===== config.mk =====
export PLATFORM = sky130hd
export DESIGN_NAME = acc_host_loader_flat
export DESIGN_NICKNAME = d
export VERILOG_FILES = /design/src/rtl/acc_pkg.sv /design/src/rtl/acc_host_loader_if.sv /design/src/rtl/acc_host_loader.sv /design/src/flat_wrapper.sv
export SDC_FILE = /design/constraint.sdc
export NUM_CORES = 1
export LEC_CHECK = 0
export BUFFER_PORTS_ARGS = -buffer_cell sky130_fd_sc_hd__buf_4
export CAP_MARGIN = 0
export CORE_ASPECT_RATIO = 1.75
export CORE_MARGIN = 5
export CORE_UTILIZATION = 40
export CTS_CLUSTER_SIZE = 20
export DETAILED_ROUTE_END_ITERATION = 10
export PLACE_DENSITY = 0.73
export SKIP_LAST_GASP = 1
export SYNTH_ARGS = -nofsm -noshare
export SYNTH_HDL_FRONTEND = slang
export SYNTH_SLANG_ARGS = --single-unit

===== constraint.sdc =====
create_clock -name clk -period 2.11 [get_ports clk]
set_input_delay 0.1055 -clock clk [delete_from_list [all_inputs] [get_ports clk]]
set_output_delay 0.1055 -clock clk [all_outputs]
set_load 0.03 [all_outputs]

===== src/rtl/acc_pkg.sv =====
// Shared definitions for the accelerator host loader: command codes, command-word
// field positions, loader FSM states and default memory geometry.
package acc_pkg;

    localparam int NUM_SIZE_DEF         = 16;
    localparam int NUM_INSTRUCTIONS_DEF = 16;
    localparam int WORDS_IN_MEMORY_DEF  = 32;

    localparam int CMD_MSB   = 31;
    localparam int CMD_LSB   = 28;
    localparam int BASE_MSB  = 20;
    localparam int BASE_LSB  = 16;
    localparam int COUNT_MSB = 5;
    localparam int COUNT_LSB = 0;
    localparam int CMD_W     = CMD_MSB - CMD_LSB + 1;
    localparam int BASE_W    = BASE_MSB - BASE_LSB + 1;
    localparam int COUNT_W   = COUNT_MSB - COUNT_LSB + 1;

    typedef enum logic [CMD_W-1:0] {
        CMD_NOP        = 4'd0,
        CMD_LOAD_INSTR = 4'd1,
        CMD_LOAD_MEM   = 4'd2,
        CMD_RUN        = 4'd3,
        CMD_READ_MEM   = 4'd4
    } cmd_e;

    typedef enum logic [2:0] {
        IDLE,
        LOAD_I,
        LOAD_M,
        RUN_START,
        RUN_WAIT,
        READ
    } state_e;

endpackage


===== src/rtl/acc_host_loader_if.sv =====
// Host stream, result stream and accelerator memory/control ports of the loader.
// master = loader side, slave = host plus accelerator side.
interface acc_host_loader_if
    import acc_pkg::*;
#(
    parameter int NUM_SIZE         = NUM_SIZE_DEF,
    parameter int NUM_INSTRUCTIONS = NUM_INSTRUCTIONS_DEF,
    parameter int WORDS_IN_MEMORY  = WORDS_IN_MEMORY_DEF
);
    localparam int IA_W = $clog2(NUM_INSTRUCTIONS);
    localparam int MA_W = $clog2(WORDS_IN_MEMORY);

    logic                in_valid;
    logic                in_ready;
    logic [31:0]         in_data;
    logic                out_valid;
    logic                out_ready;
    logic [NUM_SIZE-1:0] out_data;
    logic                instr_we;
    logic [IA_W-1:0]     instr_addr;
    logic [31:0]         instr_wdata;
    logic                mem_we;
    logic [MA_W-1:0]     mem_addr;
    logic [NUM_SIZE-1:0] mem_wdata;
    logic [MA_W-1:0]     mem_raddr;
    logic [NUM_SIZE-1:0] mem_rdata;
    logic                acc_start;
    logic                acc_halted;

    modport master (
        input  in_valid, in_data, out_ready, mem_rdata, acc_halted,
        output in_ready, out_valid, out_data, instr_we, instr_addr, instr_wdata,
        output mem_we, mem_addr, mem_wdata, mem_raddr, acc_start
    );

    modport slave (
        output in_valid, in_data, out_ready, mem_rdata, acc_halted,
        input  in_ready, out_valid, out_data, instr_we, instr_addr, instr_wdata,
        input  mem_we, mem_addr, mem_wdata, mem_raddr, acc_start
    );

endinterface


===== src/rtl/acc_host_loader.sv =====
// Host command engine: loads instruction/data memories, launches a run, streams results.
// Optional run watchdog compiled in with LOADER_TIMEOUT_EN.
module acc_host_loader
    import acc_pkg::*;
#(
    parameter int NUM_SIZE         = NUM_SIZE_DEF,
    parameter int NUM_INSTRUCTIONS = NUM_INSTRUCTIONS_DEF,
    parameter int WORDS_IN_MEMORY  = WORDS_IN_MEMORY_DEF,
    parameter int TIMEOUT_CYCLES   = 1024
) (
    input  logic              clk,
    input  logic              rst,
    acc_host_loader_if.master bus,
    output logic              busy,
    output logic              err_cmd,
    output logic              timeout
);
    localparam int IA_W  = $clog2(NUM_INSTRUCTIONS);
    localparam int MA_W  = $clog2(WORDS_IN_MEMORY);
    localparam int PTR_W = (IA_W > MA_W) ? IA_W : MA_W;

    state_e              state_reg;
    logic [COUNT_W-1:0]  count_reg;
    logic [PTR_W-1:0]    ptr_reg;
    logic                instr_we_reg;
    logic [IA_W-1:0]     instr_addr_reg;
    logic [31:0]         instr_wdata_reg;
    logic                mem_we_reg;
    logic [MA_W-1:0]     mem_addr_reg;
    logic [NUM_SIZE-1:0] mem_wdata_reg;
    logic                acc_start_reg;
    logic                out_valid_reg;
    logic [NUM_SIZE-1:0] out_data_reg;
    logic                err_cmd_reg;

    logic               in_ready_int;
    logic               in_fire;
    logic               out_fire;
    logic               fetch;
    logic [CMD_W-1:0]   cmd_field;
    logic [BASE_W-1:0]  base_field;
    logic [COUNT_W-1:0] count_field;

    assign cmd_field    = bus.in_data[CMD_MSB:CMD_LSB];
    assign base_field   = bus.in_data[BASE_MSB:BASE_LSB];
    assign count_field  = bus.in_data[COUNT_MSB:COUNT_LSB];
    assign in_ready_int = (state_reg == IDLE) || (state_reg == LOAD_I) || (state_reg == LOAD_M);
    assign in_fire      = bus.in_valid && in_ready_int;
    assign out_fire     = out_valid_reg && bus.out_ready;
    // A new read is issued whenever the output register is empty or draining this cycle.
    assign fetch        = (state_reg == READ) && (count_reg != '0) && (!out_valid_reg || bus.out_ready);

`ifdef LOADER_TIMEOUT_EN
    localparam int TMR_W = $clog2(TIMEOUT_CYCLES + 1);
    logic [TMR_W-1:0] timer_reg;
    logic             timeout_reg;
    assign timeout = timeout_reg;
`else
    assign timeout = 1'b0;
`endif

    always_ff @(posedge clk or negedge rst) begin
        if (!rst) begin
            state_reg       <= IDLE;
            count_reg       <= '0;
            ptr_reg         <= '0;
            instr_we_reg    <= 1'b0;
            instr_addr_reg  <= '0;
            instr_wdata_reg <= '0;
            mem_we_reg      <= 1'b0;
            mem_addr_reg    <= '0;
            mem_wdata_reg   <= '0;
            acc_start_reg   <= 1'b0;
            out_valid_reg   <= 1'b0;
            out_data_reg    <= '0;
            err_cmd_reg     <= 1'b0;
`ifdef LOADER_TIMEOUT_EN
            timer_reg       <= '0;
            timeout_reg     <= 1'b0;
`endif
        end else begin
            instr_we_reg  <= 1'b0;
            mem_we_reg    <= 1'b0;
            acc_start_reg <= 1'b0;
            case (state_reg)
                IDLE: begin
                    if (in_fire) begin
                        case (cmd_field)
                            CMD_NOP: ;
                            CMD_LOAD_INSTR, CMD_LOAD_MEM, CMD_READ_MEM: begin
                                ptr_reg   <= PTR_W'(base_field);
                                count_reg <= count_field;
                                // A zero count never leaves IDLE, so no payload is expected.
                                if (count_field != '0) begin
                                    if (cmd_field == CMD_LOAD_INSTR)    state_reg <= LOAD_I;
                                    else if (cmd_field == CMD_LOAD_MEM) state_reg <= LOAD_M;
                                    else                                state_reg <= READ;
                                end
                            end
                            CMD_RUN: begin
                                acc_start_reg <= 1'b1;
                                state_reg     <= RUN_START;
                            end
                            default: err_cmd_reg <= 1'b1;
                        endcase
                    end
                end
                LOAD_I: begin
                    if (in_fire) begin
                        instr_we_reg    <= 1'b1;
                        instr_addr_reg  <= ptr_reg[IA_W-1:0];
                        instr_wdata_reg <= bus.in_data;
                        ptr_reg         <= ptr_reg + 1'b1;
                        count_reg       <= count_reg - 1'b1;
                        if (count_reg == COUNT_W'(1)) state_reg <= IDLE;
                    end
                end
                LOAD_M: begin
                    if (in_fire) begin
                        mem_we_reg    <= 1'b1;
                        mem_addr_reg  <= ptr_reg[MA_W-1:0];
                        mem_wdata_reg <= bus.in_data[NUM_SIZE-1:0];
                        ptr_reg       <= ptr_reg + 1'b1;
                        count_reg     <= count_reg - 1'b1;
                        if (count_reg == COUNT_W'(1)) state_reg <= IDLE;
                    end
                end
                RUN_START: begin
                    state_reg <= RUN_WAIT;
`ifdef LOADER_TIMEOUT_EN
                    timer_reg <= '0;
`endif
                end
                RUN_WAIT: begin
                    if (bus.acc_halted) begin
                        state_reg <= IDLE;
`ifdef LOADER_TIMEOUT_EN
                    end else if (timer_reg == TMR_W'(TIMEOUT_CYCLES - 1)) begin
                        timeout_reg <= 1'b1;
                        state_reg   <= IDLE;
                    end else begin
                        timer_reg <= timer_reg + 1'b1;
`endif
                    end
                end
                READ: begin
                    if (fetch) begin
                        out_data_reg  <= bus.mem_rdata;
                        out_valid_reg <= 1'b1;
                        ptr_reg       <= ptr_reg + 1'b1;
                        count_reg     <= count_reg - 1'b1;
                    end else if (out_fire) begin
                        out_valid_reg <= 1'b0;
                        if (count_reg == '0) state_reg <= IDLE;
                    end
                end
                default: state_reg <= IDLE;
            endcase
        end
    end

    assign bus.in_ready    = in_ready_int;
    assign bus.out_valid   = out_valid_reg;
    assign bus.out_data    = out_data_reg;
    assign bus.instr_we    = instr_we_reg;
    assign bus.instr_addr  = instr_addr_reg;
    assign bus.instr_wdata = instr_wdata_reg;
    assign bus.mem_we      = mem_we_reg;
    assign bus.mem_addr    = mem_addr_reg;
    assign bus.mem_wdata   = mem_wdata_reg;
    assign bus.mem_raddr   = ptr_reg[MA_W-1:0];
    assign bus.acc_start   = acc_start_reg;
    assign busy            = (state_reg != IDLE);
    assign err_cmd         = err_cmd_reg;

endmodule


===== src/flat_wrapper.sv =====
// flat-port wrapper written by rule: the top's interface ports become plain ports
module acc_host_loader_flat import acc_pkg::*;
#(
    parameter int NUM_SIZE         = NUM_SIZE_DEF,
    parameter int NUM_INSTRUCTIONS = NUM_INSTRUCTIONS_DEF,
    parameter int WORDS_IN_MEMORY  = WORDS_IN_MEMORY_DEF,
    parameter int TIMEOUT_CYCLES   = 1024
)
  (clk, rst, busy, err_cmd, timeout, bus_in_valid, bus_in_data, bus_out_ready, bus_mem_rdata, bus_acc_halted, bus_in_ready, bus_out_valid, bus_out_data, bus_instr_we, bus_instr_addr, bus_instr_wdata, bus_mem_we, bus_mem_addr, bus_mem_wdata, bus_mem_raddr, bus_acc_start);
  acc_host_loader_if #(.NUM_SIZE(NUM_SIZE), .NUM_INSTRUCTIONS(NUM_INSTRUCTIONS), .WORDS_IN_MEMORY(WORDS_IN_MEMORY)) bus_i ();
  input  logic clk;
  input  logic rst;
  output logic busy;
  output logic err_cmd;
  output logic timeout;
  input wire logic [$bits(bus_i.in_valid)-1:0] bus_in_valid;
  input wire logic [$bits(bus_i.in_data)-1:0] bus_in_data;
  input wire logic [$bits(bus_i.out_ready)-1:0] bus_out_ready;
  input wire logic [$bits(bus_i.mem_rdata)-1:0] bus_mem_rdata;
  input wire logic [$bits(bus_i.acc_halted)-1:0] bus_acc_halted;
  output wire logic [$bits(bus_i.in_ready)-1:0] bus_in_ready;
  output wire logic [$bits(bus_i.out_valid)-1:0] bus_out_valid;
  output wire logic [$bits(bus_i.out_data)-1:0] bus_out_data;
  output wire logic [$bits(bus_i.instr_we)-1:0] bus_instr_we;
  output wire logic [$bits(bus_i.instr_addr)-1:0] bus_instr_addr;
  output wire logic [$bits(bus_i.instr_wdata)-1:0] bus_instr_wdata;
  output wire logic [$bits(bus_i.mem_we)-1:0] bus_mem_we;
  output wire logic [$bits(bus_i.mem_addr)-1:0] bus_mem_addr;
  output wire logic [$bits(bus_i.mem_wdata)-1:0] bus_mem_wdata;
  output wire logic [$bits(bus_i.mem_raddr)-1:0] bus_mem_raddr;
  output wire logic [$bits(bus_i.acc_start)-1:0] bus_acc_start;
  assign bus_i.in_valid = bus_in_valid;
  assign bus_i.in_data = bus_in_data;
  assign bus_i.out_ready = bus_out_ready;
  assign bus_i.mem_rdata = bus_mem_rdata;
  assign bus_i.acc_halted = bus_acc_halted;
  assign bus_in_ready = bus_i.in_ready;
  assign bus_out_valid = bus_i.out_valid;
  assign bus_out_data = bus_i.out_data;
  assign bus_instr_we = bus_i.instr_we;
  assign bus_instr_addr = bus_i.instr_addr;
  assign bus_instr_wdata = bus_i.instr_wdata;
  assign bus_mem_we = bus_i.mem_we;
  assign bus_mem_addr = bus_i.mem_addr;
  assign bus_mem_wdata = bus_i.mem_wdata;
  assign bus_mem_raddr = bus_i.mem_raddr;
  assign bus_acc_start = bus_i.acc_start;
  acc_host_loader #(.NUM_SIZE(NUM_SIZE), .NUM_INSTRUCTIONS(NUM_INSTRUCTIONS), .WORDS_IN_MEMORY(WORDS_IN_MEMORY), .TIMEOUT_CYCLES(TIMEOUT_CYCLES)) u_core (.clk(clk), .rst(rst), .bus(bus_i), .busy(busy), .err_cmd(err_cmd), .timeout(timeout));
endmodule

# --- After elaboration in Yosys (flattened, before gate mapping) ---
# Cells that the tools add are included.
word_totals:
  register_bits: 92
  wordCells: 93
classes:
  add_sub_neg: 2
  n_eq_ne: 21
  n_mux: 30
  bitwise: 1
  n_reduce_logical: 26
op_table:
  columns: ["operator", "n"]
  rows:
  - ["3-bit two-way mux", 10]
  - ["6-bit two-way mux", 4]
  - ["5-bit two-way mux", 4]
  - ["6-bit one-hot mux with 3 select lines", 1]
  - ["3-bit one-hot mux with 5 select lines", 1]
  - ["5-bit one-hot mux with 3 select lines", 1]
  - ["6-bit nonzero test", 2]
  - ["2-bit by 1-bit inequality test with 1-bit output (second input constant)", 5]
  - ["9-bit AND reduction", 1]
  - ["4-bit by 2-bit equality test with 1-bit output (second input constant)", 2]
  - ["1-bit two-way mux", 8]
  - ["2-bit inequality test (second input constant)", 4]
  - ["2-bit AND reduction", 4]
  - ["3-bit by 2-bit equality test with 1-bit output (second input constant)", 2]
  - ["3-bit equality test (second input constant)", 2]
  - ["6-bit by 1-bit equality test with 1-bit output (second input constant)", 1]
  - ["6-bit zero test", 1]
  - ["3-bit inequality test (second input constant)", 2]
  - ["3-bit one-hot mux with 2 select lines", 1]
  - ["3-bit nonzero test", 2]
  - ["6-bit by 1-bit subtractor with 6-bit output (second input constant)", 1]
  - ["5-bit by 1-bit adder with 5-bit output (second input constant)", 1]
  - ["5-bit AND reduction", 1]
  - ["5-bit OR reduction", 1]
  - ["other kinds (13)", 18]

# --- Longest topological paths before layout ---
depth:
  depth_word: 7
  ltp_mapped: 6

# --- Worst setup path after synthesis ---
# Ideal clock, no wire load.
synth_timing:
  path_type: "reg-to-reg"
  start: "register u_core.state_reg[0]"
  end: "register u_core.ptr_reg[3] (netlist: u_core.bus.mem_raddr[3])"
  setup_ns: 0.126
  arrival_time_ns: 1.782
  path_slack_ns: 0.202
  path_stages_with_launch: 6
  n_path_buf: 1
  period_less_slack_ns: 1.908
  path_cell_list: "dfrtp_1 or3b_2 buf_2 nand2_2 mux2_2 a221o_1"
synth_via:
  elab_chain_cells: 6
  word_cells_on_any_way: 17
synth_lines:
  columns: ["item", "line", "source"]
  rows:
  - ["start: declaration", "acc_host_loader.sv:22", "state_e state_reg;"]
  - ["start signal: assignment", "acc_host_loader.sv:64", "state_reg <= IDLE;"]
  - ["start signal: assignment", "acc_host_loader.sv:95", "if (cmd_field == CMD_LOAD_INSTR) state_reg <= LOAD_I;"]
  - ["start signal: assignment", "acc_host_loader.sv:96", "else if (cmd_field == CMD_LOAD_MEM) state_reg <= LOAD_M;"]
  - ["3-bit by 1-bit equality test with 1-bit output / 3-bit zero test (equally long branches)", "acc_host_loader.sv:47, acc_host_loader.sv:85", null]
  - ["1-bit logical OR (2 in a row)", "acc_host_loader.sv:47", "assign in_ready_int = (state_reg == IDLE) || (state_reg == LOAD_I) || (state_reg == LOAD_M);"]
  - ["1-bit logical AND", "acc_host_loader.sv:48", "assign in_fire = bus.in_valid && in_ready_int;"]
  - ["2-bit by 1-bit inequality test with 1-bit output (no source line)", null, null]
  - ["5-bit AND reduction (no source line)", null, null]
  - ["end signal: assignment", "acc_host_loader.sv:91", "ptr_reg <= PTR_W'(base_field);"]
  - ["end signal: assignment", "acc_host_loader.sv:113", "ptr_reg <= ptr_reg + 1'b1;"]
  - ["end signal: assignment", "acc_host_loader.sv:123", "ptr_reg <= ptr_reg + 1'b1;"]
  - ["end: declaration", "acc_host_loader.sv:24", "logic [PTR_W-1:0] ptr_reg;"]
# Several ways; a longest one is shown, not always the timed one.
# A chain may end at the register's enable or synchronous reset.

# --- Final worst setup path ---
layout_timing:
  start: "register u_core.count_reg[0]"
  end: "register u_core.ptr_reg[1] (netlist: u_core.bus.mem_raddr[1])"
layout_via:
  elab_chain_cells: 5
layout_lines:
  columns: ["item", "line", "source"]
  rows:
  - ["start: declaration", "acc_host_loader.sv:23", "logic [COUNT_W-1:0] count_reg;"]
  - ["start signal: assignment", "acc_host_loader.sv:92", "count_reg <= count_field;"]
  - ["start signal: assignment", "acc_host_loader.sv:114", "count_reg <= count_reg - 1'b1;"]
  - ["start signal: assignment", "acc_host_loader.sv:124", "count_reg <= count_reg - 1'b1;"]
  - ["6-bit nonzero test", "acc_host_loader.sv:51", "assign fetch = (state_reg == READ) && (count_reg != '0) && (!out_valid_reg || bus.out_ready);"]
  - ["1-bit logical AND (2 in a row)", "acc_host_loader.sv:51", null]
  - ["2-bit by 1-bit inequality test with 1-bit output (no source line)", null, null]
  - ["5-bit AND reduction (no source line)", null, null]
# Every way passes these cells.

==> summary.txt <==
Outcome
  • Status: completed

CTS
  • Maximum buffer depth of the clock tree: 2
  • CTS resizes: 0
  • CTS tree: yes
  • Clk slew on worst S/H paths: 0.07 ns
  • Root Buffer: clkbuf_16
  • Cts bufs inserted: 9
  • CTS H-Tree Depth: 3
  • Clock Latency Late Sink: 0.33 ns
  • Clock sink count: 92

Setup path
  • Worst EP required: 2.33 ns
  • Critical Path Start Type: register
  • CP startpoint: u_core.count_reg[0]
  • R2R Setup Slk: 0.10 ns
  • Peak fanout along the critical path: 9
  • Reg2reg start: u_core.count_reg[0]
  • Crit Path Category: reg2reg
  • CP endpoint kind: register
  • Worst Path Arrival: 2.23 ns

Placed design
  • Count of buffers from port buffering: 137
  • Routability cong.: 0.925
  • DP HPWL: 8630 microns
  • Placed cell areas: 5370 sq um

Cells and area
  • Fillers: 869
  • Area Overhead vs Synth: 41.1%
  • Design Area, Final: 5840 sq um
  • FF+latch area: 2300 sq um
  • Share of cells above drive strength 1: 53.0%
  • Layout Nets: 531
  • # diodes: 0
  • Largest register FFs: 32
  • Area of the multi-input gates: 1710 sq um

STA
  • Hold WS: 0.00940 ns
  • Fmax: 0.499 GHz
  • Fin. max-slew vios: 0
  • Slew @ Worst Pin: 0.557 ns
  • Final setup TNS: 0 ns
  • Final setup violating endpoints: 0
  • Worst Skew: 0.00801 ns
  • Final Hold Vio Count: 0
  • Period minus WS final: 2.01 ns
  • Unrepaired setup endpoints after global routing: no
  • Rel. slew slack: 62.5%
  • Period utilization: 95.0%

Floorplan
  • I/O Pins: 139
  • Die area: 12600 sq um
  • CORE AREA: 10200 sq um
  • Initial core utilization: 40.6%
  • Floorplan row count: 49
  • Die H: 145 microns
  • DIE WIDTH: 86.9 microns

Detailed routing
  • DR iter-0 viols: 287
  • DR pass1 iterations: 5
  • Antenna-violating nets left: 0
  • Vias per cell: 5.43
  • DRC violations left: 0
  • Routed len/inst: 19.0 microns
  • Total number of vias: 3291
  • Final wirelength: 11500 microns

Synth
  • Post-Syn Nets: 368
  • Synth Area in Compound Gates: 11.6%
  • Unique cell type count in the Yosys netlist: 54
  • Syn Inst Count: 311
  • Largest family of logic cells by synthesized area: multiplexers
  • Post-Synth Adder-Cell Area: 1.21%
  • Cell area after synthesis: 4140 sq um
  • Share of flip-flops with an asynchronous set or reset: 100%
  • Seq/Total Area, Yosys: 55.7%
  • Post-synth EDFFs: 0
  • Synth Area in Simple Gates: 6.65%
  • Synth Area per Inst: 13.3 sq um
  • Ys flop type: dfrtp_1
  • Yosys warning count: 0
  • XOR/XNOR Fraction of Synth Area: 0.423%
  • Seq cells post-synth: 92
  • Multiplexer share of the synthesized area: 21.3%

GRT
  • GRT overflow: 0
  • Vias in the first global route: 3439
  • Initial antenna violation count: 0
  • First-pass GRT wire length: 18000 microns
  • Largest net degree at the start of global routing: 67
  • Total GRT Usage: 18.6%

Min path
  • Hold path start: bus_mem_rdata[0]
  • Worst Hold Class: in2reg

Pwr
  • VDD IR max: 0.884 mV
  • Leakage: 2.76 nW
  • Cell area power density: 1630 nW/um^2

Run
  • Max_cap viols: 0
==> final timing paths <==
| kind | endpoint | depth (start not counted) |
|---|---|---|
| worst max-delay path | u_core.bus.mem_raddr[1] | 5 |
| worst max register to register | u_core.bus.mem_raddr[1] | 5 |
| max in group asynchronous | u_core.bus.mem_wdata[8] | 3 |
| min in group asynchronous | u_core.bus.mem_wdata[13] | 2 |
| worst min-delay path | u_core.bus.out_data[0] | 2 |
| worst min register to register | u_core.err_cmd | 1 |
==> worst max-delay path, stage by stage (launching register included) <==
cell	delay (ns)
dfrtp_1	0.40
inv_1	0.10
ha_1	0.26
a221o_1	0.44
a22oi_4	0.37
mux2_4	0.33
==> cells in the final DEF (no fill, tap or decap), types with 2 or more instances in the layout <==
cell type        n
o31ai_1          2
nand3_1          7
dlygate4sd3_1   18
nor2b_1          2
o21ai_0          7
a311oi_1         2
buf_4          147
a21oi_1          7
buf_12           3
nor2_1           9
nor3_1           3
a211oi_1         2
a222oi_1         2
mux2_2          76
inv_1           10
ha_1             4
a221o_1          4
clkbuf_16        9
o211ai_1         4
o221ai_1         2
nand2_1         12
inv_6            3
o2111ai_1        2
a221oi_1         3
dfrtp_1         92
a2bb2oi_1        4
nor3_2           2
a21boi_0         2
o2bb2ai_1        3
clkinv_2         2
a21o_1           3
o22ai_1          4
==> timing repair <==
action,in CTS,in global routing
hold buffers,12,6
setup buffers,0,0
hold endpoints to repair,38,6
==> cells by family after synthesis <==
kind of cell | Yosys count
AND/OR/NAND/NOR | 47
other | 1
XOR/XNOR | 2
buffers and inverters | 26
flip-flops | 92
multiplexers | 78
adder cells (fa/ha/maj) | 4
AO/OA/AOI/OAI | 61
==> through the flow <==
step | setup WS (ns) | instances | power [mW] | utilization (%)
after global placement | 0.208 | 572 | 7.86 | 52.8
after floorplan | 0.202 | 311 | 6.05 | -
after global routing | 0.0130 | 606 | 10.0 | 57.4
after detailed placement | 0.142 | 572 | 8.03 | 52.8
final | 0.105 | 606 | 9.53 | 57.4
after CTS | 0.138 | 600 | 9.60 | 56.8
==> report_power, final <==
group / total [mW] / internal, mW / switching (mW) / leakage (nW)
Combinational: 4.83 / 2.02 / 2.81 / 1.50
Sequential: 3.18 / 2.59 / 0.591 / 1.12
Clock: 1.52 / 0.839 / 0.685 / 0.140
==> per-layer routing <==
layer  track usage [%]  share of wire [%]  vias up
met5                 0                  0        -
met4              9.28                3.7        0
met3              4.16                4.9       31
met2              34.3                 57      123
met1              19.5                 34     1661
li1                  -                  -     1476
==> synthesized netlist by cell type, types with 2 or more instances <==
cell,n,area share [%]
buf_4,2,0.36
a221oi_1,3,0.64
o2bb2ai_1,3,0.64
o22ai_1,4,0.60
a2bb2oi_1,4,0.85
inv_1,10,0.91
ha_1,4,1.2
mux2_2,76,21
a221o_1,4,0.97
o2111ai_1,2,0.42
a21boi_0,2,0.36
o221ai_1,2,0.42
nand2_1,12,1.1
o21ai_0,7,0.85
o31ai_1,2,0.36
nor3_1,4,0.48
nand3_1,7,0.85
nor2_1,9,0.82
o211ai_1,4,0.73
a21oi_1,7,0.85
a311oi_1,2,0.42
dfrtp_1,92,56
a222oi_1,2,0.48
buf_2,13,1.6
a21o_1,3,0.54
a211oi_1,2,0.36
nor2b_1,2,0.30
==> area by class of cell <==
cell class / count / share of cell area [%]
clock buffer: 10 / 4.09
sequential: 92 / 39.4
timing repair buffer: 168 / 23.0
clock inverter: 6 / 0.750
inverter: 10 / 0.643
multi-input combinational: 193 / 29.3
tap: 127 / 2.72
Note: power is estimated with default switching activity, not from simulation.
